**src/rtl/fft4_sched_pkg.sv**
```systemverilog
// Shared types, constants and width helpers for the radix-4 twiddle-stage scheduler.
package fft4_sched_pkg;

   typedef enum logic [1:0] {
      IDLE  = 2'd0,
      ISSUE = 2'd1,
      DRAIN = 2'd2
   } sched_state_e;

   localparam int PIPE_LAT_DEF  = 6;
   // Sample-buffer read (1 clk) plus datapath latency.
   localparam int RD_TO_RES_LAT = PIPE_LAT_DEF + 1;

   // One extra bit so a full frame of 2^label_width labels does not wrap.
   function automatic int cnt_width(input int label_width);
      return label_width + 1;
   endfunction

   function automatic int credit_width(input int credits);
      return $clog2(credits + 1);
   endfunction

endpackage

```
**src/rtl/fft4_credit_counter.sv**
```systemverilog
// Saturating up/down credit counter guarding the non-stallable datapath's result FIFO.
module fft4_credit_counter
   import fft4_sched_pkg::*;
#(
   parameter int CREDITS = 8
) (
   input  logic clk,
   input  logic rst_n,
   input  logic take,
   input  logic give,
   output logic has_credit
);

   localparam int CW = credit_width(CREDITS);
   localparam logic [CW-1:0] FULL = CW'(CREDITS);

   logic [CW-1:0] credit_q, credit_d;

   // Take and give together cancel; a give with the counter full is dropped.
   always_comb begin
      credit_d = credit_q;
      if (take && !give && (credit_q != '0)) begin
         credit_d = credit_q - CW'(1);
      end else if (give && !take && (credit_q != FULL)) begin
         credit_d = credit_q + CW'(1);
      end
   end

   always_ff @(posedge clk or negedge rst_n) begin
      if (!rst_n) begin
         credit_q <= FULL;
      end else begin
         credit_q <= credit_d;
      end
   end

   assign has_credit = (credit_q != '0);

endmodule

```
**src/rtl/fft4_twiddle_scheduler.sv**
```systemverilog
// Issues one sample-buffer read per group label and tracks datapath results with credits.
// Define FFT4_SCHED_ORDER_CHECK_EN to enable the result label-order checker (order_err).
module fft4_twiddle_scheduler
   import fft4_sched_pkg::*;
#(
   parameter int LABEL_WIDTH = 11,
   parameter int NUM_GROUPS  = 2048,
   parameter int PIPE_LAT    = 6,
   parameter int CREDITS     = 8
) (
   input  logic                   clk,
   input  logic                   rst_n,
   input  logic                   start,
   input  logic                   src_avail,
   output logic                   rd_en,
   output logic [LABEL_WIDTH-1:0] rd_addr,
   output logic                   dp_valid,
   output logic [LABEL_WIDTH-1:0] dp_lable,
   input  logic                   dp_ready,
   input  logic [LABEL_WIDTH-1:0] dp_index,
   input  logic                   res_pop,
   output logic                   busy,
   output logic                   done,
   output logic                   order_err,
   output logic [1:0]             dbg_state
);

   localparam int CW = cnt_width(LABEL_WIDTH);
   localparam logic [CW-1:0] LAST_LABEL = CW'(NUM_GROUPS - 1);
   localparam logic [CW-1:0] TOTAL      = CW'(NUM_GROUPS);
   // Correctness never depends on the datapath latency; kept for reference only.
   localparam int res_lat_unused = PIPE_LAT + 1;

   sched_state_e state_q, state_d;
   logic [CW-1:0] issue_cnt_q, issue_cnt_d;
   logic [CW-1:0] rsp_cnt_q, rsp_cnt_d;
   logic [LABEL_WIDTH-1:0] dp_lable_q;
   logic dp_valid_q;
   logic has_credit;
   logic in_frame;
   logic issue;
   logic rsp_hit;
   logic frame_done;

   assign in_frame = (state_q != IDLE);
   assign issue    = (state_q == ISSUE) && src_avail && has_credit;
   assign rsp_hit  = dp_ready && in_frame;

   always_comb begin
      state_d     = state_q;
      issue_cnt_d = issue_cnt_q;
      rsp_cnt_d   = rsp_cnt_q + CW'(rsp_hit);
      frame_done  = 1'b0;
      case (state_q)
         IDLE: begin
            if (start) begin
               state_d     = ISSUE;
               issue_cnt_d = '0;
               rsp_cnt_d   = '0;
            end
         end
         ISSUE: begin
            if (issue) begin
               issue_cnt_d = issue_cnt_q + CW'(1);
               if (issue_cnt_q == LAST_LABEL) begin
                  state_d = DRAIN;
               end
            end
         end
         DRAIN: begin
            // Close the frame in the cycle the final result arrives.
            if (rsp_cnt_d >= TOTAL) begin
               state_d    = IDLE;
               frame_done = 1'b1;
            end
         end
         default: state_d = IDLE;
      endcase
   end

   always_ff @(posedge clk or negedge rst_n) begin
      if (!rst_n) begin
         state_q     <= IDLE;
         issue_cnt_q <= '0;
         rsp_cnt_q   <= '0;
         dp_valid_q  <= 1'b0;
         dp_lable_q  <= '0;
      end else begin
         state_q     <= state_d;
         issue_cnt_q <= issue_cnt_d;
         rsp_cnt_q   <= rsp_cnt_d;
         dp_valid_q  <= issue;
         dp_lable_q  <= rd_addr;
      end
   end

   fft4_credit_counter #(
      .CREDITS (CREDITS)
   ) u_credit (
      .clk        (clk),
      .rst_n      (rst_n),
      .take       (issue),
      .give       (res_pop),
      .has_credit (has_credit)
   );

   assign rd_en     = issue;
   assign rd_addr   = issue_cnt_q[LABEL_WIDTH-1:0];
   assign dp_valid  = dp_valid_q;
   assign dp_lable  = dp_lable_q;
   assign busy      = in_frame && !frame_done;
   assign done      = frame_done;
   assign dbg_state = state_q;

`ifdef FFT4_SCHED_ORDER_CHECK_EN
   logic order_err_q;

   always_ff @(posedge clk or negedge rst_n) begin
      if (!rst_n) begin
         order_err_q <= 1'b0;
      end else if ((state_q == IDLE) && start) begin
         order_err_q <= 1'b0;
      end else if (rsp_hit && (dp_index != rsp_cnt_q[LABEL_WIDTH-1:0])) begin
         order_err_q <= 1'b1;
      end
   end

   assign order_err = order_err_q;
`else
   logic idx_unused;

   assign idx_unused = ^dp_index;
   assign order_err  = 1'b0;
`endif

endmodule
```
**config.mk**
```make
export PLATFORM = sky130hd
export DESIGN_NAME = fft4_twiddle_scheduler
export DESIGN_NICKNAME = d
export VERILOG_FILES = /design/src/rtl/fft4_sched_pkg.sv /design/src/rtl/fft4_credit_counter.sv /design/src/rtl/fft4_twiddle_scheduler.sv
export SDC_FILE = /design/constraint.sdc
export NUM_CORES = 1
export LEC_CHECK = 0
export ABC_AREA = 0
export CAP_MARGIN = 30
export CORE_MARGIN = 3
export CORE_UTILIZATION = 34
export CTS_BUF_LIST = sky130_fd_sc_hd__clkbuf_16
export CTS_CLUSTER_SIZE = 24
export DETAILED_ROUTE_END_ITERATION = 12
export PLACE_DENSITY = 0.65
export SLEW_MARGIN = 20
export SYNTH_ARGS = -nofsm -noshare
export SYNTH_HDL_FRONTEND = slang
export SYNTH_SLANG_ARGS = --single-unit
```
**constraint.sdc**
```tcl
create_clock -name clk -period 6.7 [get_ports clk]
set_input_delay 1.005 -clock clk [delete_from_list [all_inputs] [get_ports clk]]
set_output_delay 1.005 -clock clk [all_outputs]
set_load 0.01 [all_outputs]
```
==> impl_results.md, run 1 <==
- Status: completed
- Grt total ovfl: 0
- Startpoint types: primary input
- Die Ht: 83.2 um
- Synth cell types: 40
- Vias per Instance: 4.85
- Post-synth top cells: 41 x dfrtp_1, 19 x nor2_1, 14 x buf_4, 14 x nand2_1, 13 x nand3_1
- Pwr Density: 338 nW/um^2
- Clk_skew: 8.83 ps
- Pre-Repair DR Iteration Count: 4
- Tcrit/Tclk final: 66.3%
- Worst-Skew Late Latency: 280 ps
- Setup bufs post-CTS: 0
- Top delay family on crit path: buffers and inverters
- WL per Instance: 12.3 um
- Port Buffers: 33
- RSZ-0062 raised after global routing: no
- Via Count: 1417
- Total of max-cap violations: 0
- Cells after synthesis: 193
- Max Clk Rate: 225 MHz
- Setup violators final: 0
- Slew @ Worst Pin: 860 ps
- Hold violation total from the final report: 0
- DRC: 0
- Detailed Route Iter0 Violations: 108
- Largest net degree at the start of global routing: 43
- IO Pins: 46
- CTS Hold Buffers Added: 0
- Cells along the critical path: clkdlybuf4s50_1, nor2b_1, ha_1, nand3_1, nor4_1, xnor2_1, nor3_1, clkdlybuf4s50_1
- Row count: 27
- Worst Path Buf+Inv: 2
- Synthesized area: 2030 um^2
- Die width: 83.2 um
- Worst EP required: 5690 ps
- Synthesized net count: 216
- Async SR Flop Fraction: 100%
- Reg clk slew, reported paths: 60 ps
- Slew HR: 42.1%
- Cell with the most instances after synthesis: dfrtp_1
- TritonCTS Buffers: 5
- Top FF cell, synth: dfrtp_1
- WS Path Type: primary input to primary output
- Worst vdd ir: 0.178 mV
- P&R area growth vs syn: 25.1%
- Clock tree buffer depth: 2
- Seq/Total Area, Yosys: 51.9%
- Fin crit period: 4440 ps
- Setup TNS: 0 ps
- FF+latch count, synth: 42
- Final net count: 242
- Most frequent CP cell: clkdlybuf4s50_1
- Crit-path max FO: 6
- Core Area: 5640 um^2
- CTS H-tree lvls: 2
- WP data arrival: 3430 ps
- Tot GR Track Use: 11.5%
- First-pass GRT wire length: 6430 um
- Final setup margin: 2260 ps
- CP max stage cell: clkdlybuf4s50_1
- Avg Inst Size Synth: 10.5 um^2
- Slew Limit Fails: 0
- CP max stage delay: 580 ps
- Vias in the first global route: 1351
- CTS sink count: 42
- Antenna Nets Post-Route: 0
- Worst setup EP type: primary output
- Initial antenna violation count: 0
- Min-Delay Path Class: register to register
- Resize count post-CTS: 0
- Die ar.: 6920 um^2
- Initial Util: 35.9%
- Post-DP HPWL: 2590 um
- Post-synth EDFFs: 0
- Yosys top cell by area: dfrtp_1
- Pleak: 1.12 nW
- Final WL: 3590 um
- Synth top area share: 50.6%
- Place WS: 2300 ps
- Fraction of layout cells with a size suffix above 1: 9.55%
- Synth warn: 0
- GPL Wtd Cong: 0.734
- Area contributors post-synth: dfrtp_1 51%, buf_4 5.2%, xnor2_1 5.2%
- Root buffer cell: clkbuf_16
- CTS tree: done
- # diodes: 0
[worst paths after layout]
kind | cells past startpoint | startpoint | slack (ps) | to
setup / recovery | 8 | dp_ready | 2260 | done
hold / removal | 0 | issue_cnt_q[8]$_DFFE_PN0P_ | 450 | dp_lable[8]$_DFF_PN0_
setup reg to reg | 8 | u_credit.credit_q[0]$_DFFE_PN0P_ | 4370 | u_credit.credit_q[3]$_DFFE_PN1P_
hold reg to reg | 0 | issue_cnt_q[8]$_DFFE_PN0P_ | 450 | dp_lable[8]$_DFF_PN0_
max in group asynchronous | 2 | rst_n | 5480 | rsp_cnt_q[0]$_DFF_PN0_
min in group asynchronous | 1 | rst_n | 720 | dp_lable[0]$_DFF_PN0_
[registers in the layout, indices dropped and copies added (netlist names)]
register / count
rsp_cnt_q: 12
dbg_state: 2
u_credit.credit_q: 4
dp_lable: 11
issue_cnt_q: 12
dp_valid: 1
[final cells by class]
| class | count | area, um^2 |
|---|---|---|
| Inverter | 8 | 30.0 |
| Clock buffer | 5 | 125 |
| Timing Repair Buffer | 35 | 360 |
| Multi-Input combinational cell | 127 | 837 |
| Fill cell | 525 | 3110 |
| Clock inverter | 3 | 40.0 |
| Tap cell | 72 | 90.1 |
| Sequential cell | 42 | 1050 |
[placed cells by master, fill, tap and decap left out, drive strengths merged, types with 6 or more instances in the layout]
cell / count
nor4: 7
nand4: 7
nand3: 13
xor2: 6
inv: 8
nand2: 14
clkdlybuf4s50: 32
dfrtp: 41
nor2: 19
xnor2: 12
[per-stage QoR]
step | hold slack (ps) | area, um^2 | total power [mW] | util (%) | cells
finish | 446 | 2530 | 0.856 | 44.9 | 292
global route | 466 | 2530 | 0.919 | 44.9 | 292
CTS | 447 | 2510 | 0.864 | 44.4 | 291
detailed placement | 433 | 2340 | 0.592 | 41.5 | 283
global placement | 432 | 2340 | 0.589 | 41.5 | 283
floorplan | 402 | 2030 | 0.517 | - | 193
[metal layers]
metal  share of wire [%]  wire [um]  up-vias  track usage (%)
met1                  48       1720      665             15.1
li1                    -          -      708                -
met3                 5.6        203        5             2.98
met2                  44       1580       39             17.1
met5                   0          0        -                0
met4                 2.4         88        0             6.54
[report_power, final]
group	total, mW	internal [mW]	switching [mW]	leakage [nW]
combinational	0.220	0.118	0.102	0.482
sequential	0.369	0.311	0.0582	0.553
clock	0.267	0.174	0.0927	0.0836
total	0.856	0.603	0.253	1.12
[kinds of logic (layout without fill, tap and decap cells)]
group           after synthesis  after routing  synth area share [%]
fa+ha+maj                     6              6                  4.07
other cells                   1              1                 0.185
flops                        42             42                  51.9
xor+xnor                     18             18                  7.78
compound gates               15             15                  5.00
buf+inv                      24             51                  7.04
simple gates                 81             81                  21.0
mux                           6              6                  3.02
No activity file was read; power rests on OpenSTA's default activity.
==> run 2, diff against run 1 <==
--- a/config.mk
+++ b/config.mk
@@ -12,7 +12,7 @@
 export CTS_BUF_LIST = sky130_fd_sc_hd__clkbuf_16
 export CTS_CLUSTER_SIZE = 24
 export DETAILED_ROUTE_END_ITERATION = 12
-export PLACE_DENSITY = 0.65
+export PLACE_DENSITY = 0.67
 export SLEW_MARGIN = 20
 export SYNTH_ARGS = -nofsm -noshare
 export SYNTH_HDL_FRONTEND = slang
==> constraint.sdc (replaced) <==
create_clock -name clk -period 3.7 [get_ports clk]
set_input_delay 0.555 -clock clk [delete_from_list [all_inputs] [get_ports clk]]
set_output_delay 0.555 -clock clk [all_outputs]
set_load 0.01 [all_outputs]
==> run 2 against run 1 <==
Final area rose by 0.35%; register-to-register slack lost 3000 ps; combinational power is 86% higher; power up 81%; clock skew fell by 3.9 ps; via count up 1.3%; largest cell class unchanged; cell count rose by 0.34%; flip-flop and latch count did not move; routed wire length increased by 4.8%; die area did not move; clock power increased by 75%.
==> impl_results.md, run 2 (synthesis results as in run 1) <==
- Status: completed
- P_int: 1.09 mW (+81%)
- Vias in the first global route: 1409 (+4.3%)
- Root buffer cell: clkbuf_16
- DR WL met3: 174 um (-14%)
- Proportion of power drawn by the clock network: 30.3% (-0.9 points)
- Cells along the critical path: clkdlybuf4s50_1, nor2b_1, ha_1, nand3_1, nor4_1, xnor2_1, a21o_2, clkdlybuf4s50_1
- Antenna Nets Post-Route: 0 (unchanged)
- Slew @ Worst Pin: 794 ps (-65.8 ps)
- Psw: 0.455 mW (+80%)
- Initial antenna violation count: 0 (unchanged)
- CTS sink count: 42 (unchanged)
- DRC: 0 (unchanged)
- Top Metal Used: met4
- Post-DP HPWL: 2720 um (+5.2%)
- Max Clk Rate: 301 MHz
- Largest net degree at the start of global routing: 43 (unchanged)
- Resize count post-CTS: 0 (unchanged)
- # diodes: 0 (unchanged)
- TritonCTS Buffers: 5 (unchanged)
- Setup TNS: 0 ps (unchanged)
- Setup violators final: 0 (unchanged)
- Slew Limit Fails: 0 (unchanged)
- CTS Hold Buffers Added: 0 (unchanged)
- Routed met2 length: 1710 um (+8.2%)
- Metal-1 WL: 1830 um (+6.0%)
- Hold Slack: 233 ps (-214 ps)
- Multi-input logic area: 837 um^2 (unchanged)
- WS Path Type: primary input to primary output
- Pwr Density: 608 nW/um^2 (+80%)
- Die ar.: 6920 um^2 (unchanged)
- CP max stage cell: clkdlybuf4s50_1
- RSZ-0062 raised after global routing: no
- Combinational power share: 26.4% (+0.7 points)
- Startpoint types: primary input
- Fin crit period: 3320 ps
- Row count: 27 (unchanged)
- Total of max-cap violations: 0 (unchanged)
- WL per Instance: 12.8 um (+4.4%)
- Most frequent cells in the layout: 41 x dfrtp_1, 32 x clkdlybuf4s50_1, 19 x nor2_1
- Worst-Skew Late Latency: 280 ps (about the same)
- Reg clk slew, reported paths: 60 ps (about the same)
- Initial Util: 35.9% (unchanged)
- Worst EP required: 3140 ps (-2550 ps)
- Hold violation total from the final report: 0 (unchanged)
- Commonest non-fill, non-tap cell in the layout: dfrtp_1
- Core Area: 5640 um^2 (unchanged)
- Sw Ratio: 29.4% (-0.099 points)
- FILL cells: 504 (-4.0%)
- Final WL: 3770 um (+4.8%)
- Fraction of layout cells with a size suffix above 1: 9.50% (-0.043 points)
- GPL Wtd Cong: 0.748 (+1.9%)
- Min-Delay Path Class: primary input to async pin
- Grt total ovfl: 0 (unchanged)
- Detailed Route Iter0 Violations: 84 (-22%)
- Port Buffers: 33 (unchanged)
- Crit-path max FO: 4 (-2)
- Fin cells: 293 (+0.34%)
- Sequential share of power: 43.3% (+0.2 points)
- First-pass GRT wire length: 6610 um (+2.8%)
- P&R area growth vs syn: 25.5%
- CTS tree: done
- Die Ht: 83.2 um (unchanged)
- Tot GR Track Use: 11.7% (+0.16 points)
- Pre-Repair DR Iteration Count: 4 (unchanged)
- Clock tree buffer depth: 2 (unchanged)
- Worst setup EP type: primary output
- WP data arrival: 2770 ps (-660 ps)
- Die width: 83.2 um (unchanged)
- CP max stage delay: 520 ps (-60 ps)
- Clk_skew: 4.94 ps (-3.89 ps)
- CTS H-tree lvls: 2 (unchanged)
- Most frequent CP cell: clkdlybuf4s50_1
- Worst vdd ir: 0.316 mV (+77%)
- Dpl cells: 285 (+0.71%)
- Pleak: 1.12 nW (+0.20%)
- Vias per Instance: 4.90 (+0.92%)
- Final net count: 244 (+0.83%)
- Setup bufs post-CTS: 0 (unchanged)
- Final setup margin: 380 ps (-1880 ps)
- Via Count: 1435 (+1.3%)
- Tcrit/Tclk final: 89.7%
- Register area: 1050 um^2 (unchanged)
- IO Pins: 46 (unchanged)
- Slew HR: 46.6% (+4.4 points)
- Place WS: 361 ps (-1940 ps)
==> run 2: changes by cell type in the layout (fill, tap and decap cells not counted) <==
cell	delta
clkinv_2	-2
buf_4	+2
clkinv_1	+1
==> run 2: through the flow <==
| stage | power, mW | cell area (um^2) | utilization (%) |
|---|---|---|---|
| after floorplan | 0.935 | 2030 | - |
| after detailed placement | 1.08 | 2360 | 41.8 |
| after global routing | 1.65 | 2540 | 45.1 |
| final | 1.55 | 2540 | 45.1 |
| after global placement | 1.07 | 2360 | 41.8 |
| after CTS | 1.56 | 2520 | 44.6 |
==> run 2: worst max-delay path: cells and delay by family <==
kind	cells	cell delay, ps
buffers and inverters	2	970
AND/OR/NAND/NOR	3	610
XOR/XNOR	1	250
adder cells (fa/ha/maj)	1	210
AO/OA/AOI/OAI	1	180
==> run 2: worst paths after layout <==
path	start	endpoint	slack, ps	cells after the start
worst max-delay path	dp_ready	busy	380	8
worst min-delay path	rst_n	rsp_cnt_q[7]$_DFF_PN0_	230	1
worst max register to register	u_credit.credit_q[0]$_DFFE_PN0P_	u_credit.credit_q[3]$_DFFE_PN1P_	1390	8
worst min register to register	issue_cnt_q[8]$_DFFE_PN0P_	dp_lable[8]$_DFF_PN0_	460	0
max in group asynchronous	rst_n	rsp_cnt_q[0]$_DFF_PN0_	3000	2
min in group clk	issue_cnt_q[8]$_DFFE_PN0P_	dp_lable[8]$_DFF_PN0_	460	0
==> run 2: routing by layer <==
layer	global-route usage, %	up-vias
met1	15.1	689
met5	0	-
met4	5.05	0
met2	18.3	32
met3	3.08	5
li1	-	709
==> run 2: power by group through the flow <==
stage	sequential [mW]	combinational [mW]	clock, mW
after global routing	0.689	0.456	0.502
after global placement	0.674	0.399	0
after detailed placement	0.676	0.408	0
final	0.670	0.409	0.468
after floorplan	0.662	0.273	0
after CTS	0.669	0.412	0.482
==> run 2: final cells by class <==
cell class                      instances  area share (%)
Multi-Input combinational cell        127            32.9
Tap cell                               72            3.54
Clock buffer                            5            4.92
Inverter                                8            1.18
Sequential cell                        42            41.4
Timing Repair Buffer                   37            14.8
Clock inverter                          2            1.33
==> run 3, diff against run 2 <==
--- a/config.mk
+++ b/config.mk
@@ -7,7 +7,6 @@
 export LEC_CHECK = 0
 export ABC_AREA = 0
 export CAP_MARGIN = 30
-export CORE_MARGIN = 3
 export CORE_UTILIZATION = 34
 export CTS_BUF_LIST = sky130_fd_sc_hd__clkbuf_16
 export CTS_CLUSTER_SIZE = 24
==> run 3 against run 2 <==
Sequential share of layout area hardly changed; final area hardly changed; global-route usage is 2.4 points higher; flip-flop and latch count stayed put; combinational power is 1% lower; first-iteration DRC count is 17% lower; via count is 1.5% lower; die area is 9.4% lower; routed wire length is 3.2% lower; critical path depth stayed put; register-to-register slack hardly changed.
==> impl_results.md, run 3 (synthesis results as in run 1) <==
- Detailed Route Iter0 Violations: 70 (-17%)
- Die Ht: 79.2 um (-4.8%)
- WP data arrival: 2830 ps (+60 ps)
- Slew Limit Fails: 0 (unchanged)
- Slew HR: 42.9% (-3.7 points)
- Resize count post-CTS: 0 (unchanged)
- RSZ-0062 raised after global routing: no
- Worst Reg-to-Reg Cells: 8 (unchanged)
- IO Pins: 46 (unchanged)
- Fraction of layout cells with a size suffix above 1: 9.95% (+0.45 points)
- Tot Pwr: 1.56 mW (+0.90%)
- Slew @ Worst Pin: 849 ps (+54.9 ps)
- Worst vdd ir: 0.278 mV (-12%)
- Die ar.: 6270 um^2 (-9.4%)
- Status: completed
- Vias per Instance: 4.82 (-1.5%)
- Crit-path max FO: 4 (unchanged)
- Largest net degree at the start of global routing: 43 (unchanged)
- P&R area growth vs syn: 25.4% (about the same)
- Core Area: 5640 um^2 (unchanged)
- CTS sink count: 42 (unchanged)
- Root buffer cell: clkbuf_16
- CTS H-tree lvls: 2 (unchanged)
- Worst EP required: 3140 ps (about the same)
- Place WS: 306 ps (-55.0 ps)
- Grt total ovfl: 0 (unchanged)
- Clock tree buffer depth: 2 (unchanged)
- WL per Instance: 12.4 um (-3.2%)
- Die width: 79.2 um (-4.8%)
- Setup violators final: 0 (unchanged)
- Flop2flop setup slack: 1400 ps (about the same)
- Worst r2r dst: u_credit.credit_q[3]$_DFFE_PN1P_
- # diodes: 0 (unchanged)
- Hold violation total from the final report: 0 (unchanged)
- Reg clk slew, reported paths: 60 ps (about the same)
- CTS tree: done
- Register area: 1050 um^2 (unchanged)
- Worst-Skew Late Latency: 280 ps (about the same)
- RR Startpoint: u_credit.credit_q[0]$_DFFE_PN0P_
- Clk_skew: 4.61 ps (-0.337 ps)
- Tot GR Track Use: 14.0% (+2.4 points)
- Row count: 27 (unchanged)
- Port Buffers: 33 (unchanged)
- Final setup margin: 313 ps (-67.3 ps)
- WS Path Type: primary input to primary output
- Worst setup EP type: primary output
- Crit path to: busy
- Initial antenna violation count: 0 (unchanged)
- Startpoint types: primary input
- TritonCTS Buffers: 5 (unchanged)
- Max Clk Rate: 295 MHz (-2.0%)
- Pleak: 1.12 nW (+0.17%)
- Min-Delay Path Class: primary input to async pin
- Fin crit period: 3390 ps (+67.3 ps)
- GPL Wtd Cong: 0.715 (-4.4%)
- CTS Hold Buffers Added: 0 (unchanged)
- Total of max-cap violations: 0 (unchanged)
- FILL cells: 548 (+8.7%)
- Vias in the first global route: 1338 (-5.0%)
- Initial Util: 35.9% (unchanged)
- Tcrit/Tclk final: 91.6% (+1.8 points)
- Final net count: 243 (-0.41%)
- Final WL: 3640 um (-3.2%)
- Setup bufs post-CTS: 0 (unchanged)
- Worst setup startpoint: dp_ready
- Multi-input logic area: 837 um^2 (unchanged)
- DRC: 0 (unchanged)
- Commonest non-fill, non-tap cell in the layout: dfrtp_1
- Setup TNS: 0 ps (unchanged)
- Pre-Repair DR Iteration Count: 4 (unchanged)
- Most frequent cells in the layout: 41 x dfrtp_1, 32 x clkdlybuf4s50_1, 19 x nor2_1
- Via Count: 1413 (-1.5%)
- Post-DP HPWL: 2610 um (-4.1%)
- First-pass GRT wire length: 6540 um (-1.0%)
- Pwr Density: 614 nW/um^2 (+0.95%)
- Antenna Nets Post-Route: 0 (unchanged)
==> run 3: cell count changes in the layout (fill, tap and decap cells not counted) <==
cell | previous run | this run
buf_4 | 3 | 2
clkinv_1 | 1 | 0
clkinv_2 | 0 | 2
==> run 3: worst min-delay path by stage <==
stage | startpoint | end | slack (ps) | depth (start not counted)
after detailed placement | issue_cnt_q[8]$_DFFE_PN0P_ | dp_lable[8]$_DFF_PN0_ | 430 | 0
after global routing | rst_n | dp_lable[4]$_DFF_PN0_ | 250 | 1
after CTS | issue_cnt_q[8]$_DFFE_PN0P_ | dp_lable[8]$_DFF_PN0_ | 440 | 0
after floorplan | rst_n | dbg_state[0]$_DFFE_PN0P_ | 260 | 0
final | rst_n | dp_lable[10]$_DFF_PN0_ | 210 | 1
after global placement | issue_cnt_q[8]$_DFFE_PN0P_ | dp_lable[8]$_DFF_PN0_ | 430 | 0
==> run 3: area by class of cell <==
class                   count  share of cell area [%]
well taps                  72                    3.54
repair buffers             36                    14.5
inverters                   8                    1.18
multi-input cells         127                    32.9
flip-flops and latches     42                    41.4
clock buffers               5                    4.92
clock inverters             3                    1.57
==> run 3: routing by layer <==
| layer | wire, um | global-route usage [%] | vias up |
|---|---|---|---|
| li1 | - | - | 713 |
| met1 | 1850 | 19.0 | 668 |
| met3 | 154 | 4.48 | 2 |
| met4 | 43 | 7.09 | 0 |
| met5 | 0 | 0 | - |
| met2 | 1600 | 19.9 | 30 |
==> run 3: per-stage QoR <==
| stage | instances | util [%] | hold WS (ps) | instance area, um^2 |
|---|---|---|---|---|
| after global routing | 293 | 45.1 | 247 | 2540 |
| after CTS | 292 | 44.6 | 445 | 2510 |
| after floorplan | 193 | - | 259 | 2030 |
| after detailed placement | 284 | 41.7 | 431 | 2350 |
| final | 293 | 45.1 | 214 | 2540 |
| after global placement | 284 | 41.7 | 427 | 2350 |
==> run 3: critical path: stages <==
cell and delay (ps):
clkdlybuf4s50_1 440, nor2b_1 160, ha_1 200, nand3_1 120
nor4_1 390, xnor2_1 240, a21o_2 200, clkdlybuf4s50_1 530
==> run 3: power breakdown <==
part           internal [mW]  switching, mW  total, mW
registers              0.563          0.107      0.670
clock network          0.316          0.172      0.487
logic                  0.215          0.188      0.403
total                   1.09          0.467       1.56
